`config.mk`:
```
export PLATFORM = sky130hd
export DESIGN_NAME = detect_winner
export DESIGN_NICKNAME = d
export VERILOG_FILES = /design/src/rtl/detect_winner.sv
export SDC_FILE = /design/constraint.sdc
export NUM_CORES = 1
export LEC_CHECK = 0
export CAP_MARGIN = 20
export CORE_MARGIN = 3
export CORE_UTILIZATION = 30
export CTS_BUF_LIST = sky130_fd_sc_hd__clkbuf_4 sky130_fd_sc_hd__clkbuf_8 sky130_fd_sc_hd__clkbuf_16
export DETAILED_ROUTE_END_ITERATION = 7
export GPL_TIMING_DRIVEN = 0
export PLACE_DENSITY = 0.75
export SYNTH_ARGS = -nofsm -noshare
export SYNTH_HDL_FRONTEND = slang
export SYNTH_SLANG_ARGS = --single-unit
```
`constraint.sdc`:
```
create_clock -name clk -period 0.8 [get_ports clk]
set_input_delay 0.16 -clock clk [delete_from_list [all_inputs] [get_ports clk]]
set_output_delay 0.16 -clock clk [all_outputs]
set_load 0.02 [all_outputs]
```
`src/rtl/detect_winner.sv`:
```
// 4x4 win/draw detector: evaluates all ten lines each cycle and latches the first
// non-zero result until reset.
module detect_winner (
  input  logic        clk,
  input  logic        rst_n,
  input  logic [15:0] game_board,
  input  logic [15:0] player_cells,
  output logic [1:0]  game_status
);

  typedef enum logic [1:0] {
    StPlaying = 2'b00,
    StP1Win   = 2'b01,
    StP2Win   = 2'b10,
    StDraw    = 2'b11
  } status_e;

  localparam int unsigned NumLines = 10;

  // Four rows, four columns, main diagonal, anti-diagonal.
  localparam logic [15:0] LineMask [NumLines] = '{
    16'h000F, 16'h00F0, 16'h0F00, 16'hF000,
    16'h1111, 16'h2222, 16'h4444, 16'h8888,
    16'h8421, 16'h1248
  };

  status_e     status_q, status_d;
  logic [15:0] p1_cells, p2_cells;
  logic        p1_win, p2_win, board_full;

  // Owner bits only count where the cell is occupied.
  assign p1_cells   = game_board & ~player_cells;
  assign p2_cells   = game_board & player_cells;
  assign board_full = (game_board == 16'hFFFF);

  always_comb begin
    p1_win = 1'b0;
    p2_win = 1'b0;
    for (int l = 0; l < NumLines; l++) begin
      p1_win = p1_win | ((p1_cells & LineMask[l]) == LineMask[l]);
      p2_win = p2_win | ((p2_cells & LineMask[l]) == LineMask[l]);
    end
  end

  // A win outranks a full board, and player 1 outranks player 2.
  always_comb begin
    status_d = StPlaying;
    if (p1_win) begin
      status_d = StP1Win;
    end else if (p2_win) begin
      status_d = StP2Win;
    end else if (board_full) begin
      status_d = StDraw;
    end
  end

  always_ff @(posedge clk or negedge rst_n) begin
    if (!rst_n) begin
      status_q <= StPlaying;
    end else if (status_q == StPlaying) begin
      status_q <= status_d;
    end
  end

  assign game_status = status_q;

endmodule

```
==> metrics.yaml, run 1 <==
synthTopCellsByCount: "nand4_1 (24), nor2_1 (5), o22ai_1 (4)"
endpoint_kind: "flop"
worstSetupPathType: "in -> reg"
postCtsHoldBufs: 0
fin_tns_setup_ns: -1.15
dpl-instance-area_um2: 860
power_uw: 839
max-slew-margin-rel_pct: 77.4
maxCapViolations: 0
synth_compound_area_share_pct: 17.6
fin_ws_ns: -0.425
max-vdd-ir-drop_v: 0.000726
drtIter0Drc: 47
cts_tree: "done"
required_ns: 0.91
p_leak_uw: 0.000365
synth_mux_area_share_pct: 0
post-route-period-util_pct: 153
dr.pass1.iters: 5
cp_cell_sequence: "dlygate4sd2_1 -> nor2_1 -> nand4_1 -> a311oi_2 -> nor4_4 -> a21o_1"
clock_path_buffers: 2
finalWirelength_mm: 2.44
cp_slowest_cell: "a311oi_2"
num_rows: 13
root_buffer: "clkbuf_4"
grt_pass1_wl_mm: 3.85
grt-ovfl-total: 0
drc_errors: 0
cts-buffers-inserted: 3
avgRoutedWirePerCell_um: 19.0
dp_cells: 119
yosysWarningCount: 0
synth_ff_type: "dfrtp_1"
clk_latency_ns: 0.23
die_h_um: 46.1
max_freq_ghz: 0.816
coreArea_mm2: 0.00140
synthSimpleGateAreaFrac_pct: 71.2
grt_max_degree: 8
largest_reg_flops: 2
hpwl_mm: 1.78
multi_input_area_um2: 503
async_reset_ff_share_pct: 100
start_kind: "primary input"
finalMaxSlewViolations: 0
area_growth_pct: 94.8
ys_seq_area_share_pct: 10.4
status: "finished, violations left"
fin_worst_skew_ns: 0.00819
fillers: 130
synth_xor_area_share_pct: 0
worst_pin_slew_ns: 0.338
synth-adder-area-share_pct: 0
ios: 36
synthDistinctLibCells: 24
finalSetupViolCount: 4
antenna_cells: 0
cts.sinks: 2
gp_congestion: 0.934
synth.net_count: 103
rsz0062_at_grt: "yes"
synth_top_family_by_area: "simple AND/OR/NAND/NOR gates"
antenna_found_initial: 0
critPathTopFamily: "compound AO/OA/AOI/OAI gates"
netlist_instances: 69
timing.final.crit_period_ns: 1.23
synth-seq-cells: 2
die_area_mm2: 0.00213
netlist_area_um2: 483
stdcell_area_um2: 941
final_cells: 128
power_density_mw_per_mm2: 891
portBuffers: 35
crit_arrival_ns: 1.33
yosysTopAreaCell: "nand4_1"
final_nets: 148
die_x_um: 46.1
via_count: 885
grt_usage_pct: 25.4
violations: "negative setup slack"
via_per_inst: 6.91
clk_pin_slew_worst_paths_ns: 0.04
crit_buf_inv: 1
start_util_pct: 34.5
synth-edff-count: 0
ant_nets: 0
cts_htree_levels: 1
synth_most_common_cell: "nand4_1"
drive_gt1_share_pct: 33.6
postLayoutCoreUtil_pct: 67.3
synth_area_per_cell_um2: 7.00
critPathMaxStageDelay_ns: 0.38
ff_latch_area_um2: 51.3
finalHoldViolations: 0
critical_path.max_fanout: 4
first_global_vias: 868
synth_area_leaders: "nand4_1 (31%), dfrtp_1 (10%), nor4bb_1 (6.2%), o22ai_1 (5.2%), and2b_1 (4.7%)"
synth_top_area_share_pct: 31.1
hp-class: "in -> async"
==> cell families (layout without fill, tap and decap cells) <==
| group | Yosys count | in the layout |
|---|---|---|
| buffers and inverters | 1 | 45 |
| AO/OA/AOI/OAI | 12 | 12 |
| flip-flops | 2 | 2 |
| AND/OR/NAND/NOR | 54 | 54 |
==> through the flow <==
step,worst slack (ns),hold WS [ns]
detailed placement,-0.918,0.350
global placement,-0.907,0.334
CTS,-0.368,0.108
global route,-0.436,0.103
finish,-0.425,0.109
floorplan,-0.279,-0.136
==> worst paths after layout <==
path,start,endpoint,slack (ns),cells past startpoint
setup / recovery,player_cells[2],game_status[1]$_DFFE_PN0N_,-0.43,6
hold / removal,rst_n,game_status[0]$_DFFE_PN0N_,0.11,1
setup reg to reg,game_status[0]$_DFFE_PN0N_,game_status[1]$_DFFE_PN0N_,-0.39,3
hold reg to reg,game_status[1]$_DFFE_PN0N_,game_status[1]$_DFFE_PN0N_,0.63,2
max in group asynchronous,rst_n,game_status[0]$_DFFE_PN0N_,0.54,1
min in group clk,game_board[14],game_status[0]$_DFFE_PN0N_,0.38,5
==> routing by layer <==
| metal | wire length, µm | share of wire (%) | vias to the layer above | global-route usage [%] |
|---|---|---|---|---|
| met5 | 0 | 0 | - | 0 |
| li1 | - | - | 391 | - |
| met2 | 1170 | 48 | 78 | 40.7 |
| met3 | 331 | 14 | 12 | 8.98 |
| met1 | 861 | 35 | 404 | 28.1 |
| met4 | 73 | 3.0 | 0 | 16.5 |
==> cell type report <==
class	count	area share (%)
clock buffer	4	3.19
sequential	2	5.45
multi-input combinational	66	53.5
tap	15	1.99
timing repair buffer	40	35.5
inverter	1	0.399
==> placed cells by master (no fill, tap or decap), types with 2 or more instances in the layout <==
cell type        instances
clkbuf_2                 3
a21oi_1                  2
nand3_1                  3
buf_6                    3
clkdlybuf4s15_2          5
nand2b_1                 2
clkdlybuf4s15_1          4
nor4bb_4                 2
a311oi_2                 2
nor3_1                   2
nor2_1                   5
o22ai_1                  4
nand2_1                  3
clkbuf_4                 4
buf_4                    4
dlygate4sd2_1           13
nand4_1                 24
buf_2                    7
and2b_2                  2
==> power breakdown <==
| group | leakage (µW) | internal [µW] | switching, µW |
|---|---|---|---|
| Combinational | 0.000324 | 214 | 203 |
| Clock | 0.0000184 | 220 | 69.1 |
| Sequential | 0.0000221 | 118 | 14.8 |
==> repair_timing <==
action	4_1_cts	5_1_grt
setup endpoints to repair	4	4
gates resized for setup	81	18
pin swaps	11	9
setup buffers	3	2
(Power assumes the default switching activity.)
==> run 2, diff against run 1 <==
--- a/config.mk
+++ b/config.mk
@@ -12,6 +12,7 @@
 export DETAILED_ROUTE_END_ITERATION = 7
 export GPL_TIMING_DRIVEN = 0
 export PLACE_DENSITY = 0.75
+export SETUP_SLACK_MARGIN = 0.05
 export SYNTH_ARGS = -nofsm -noshare
 export SYNTH_HDL_FRONTEND = slang
 export SYNTH_SLANG_ARGS = --single-unit
==> results of run 2 <==
Final layout, timing and power as in run 1 (identical DEF).
==> run 3, diff against run 2 <==
--- a/config.mk
+++ b/config.mk
@@ -11,6 +11,7 @@
 export CTS_BUF_LIST = sky130_fd_sc_hd__clkbuf_4 sky130_fd_sc_hd__clkbuf_8 sky130_fd_sc_hd__clkbuf_16
 export DETAILED_ROUTE_END_ITERATION = 7
 export GPL_TIMING_DRIVEN = 0
+export HOLD_SLACK_MARGIN = 0.02
 export PLACE_DENSITY = 0.75
 export SETUP_SLACK_MARGIN = 0.05
 export SYNTH_ARGS = -nofsm -noshare
==> results of run 3 <==
Final layout, timing and power as in run 1 (identical DEF).
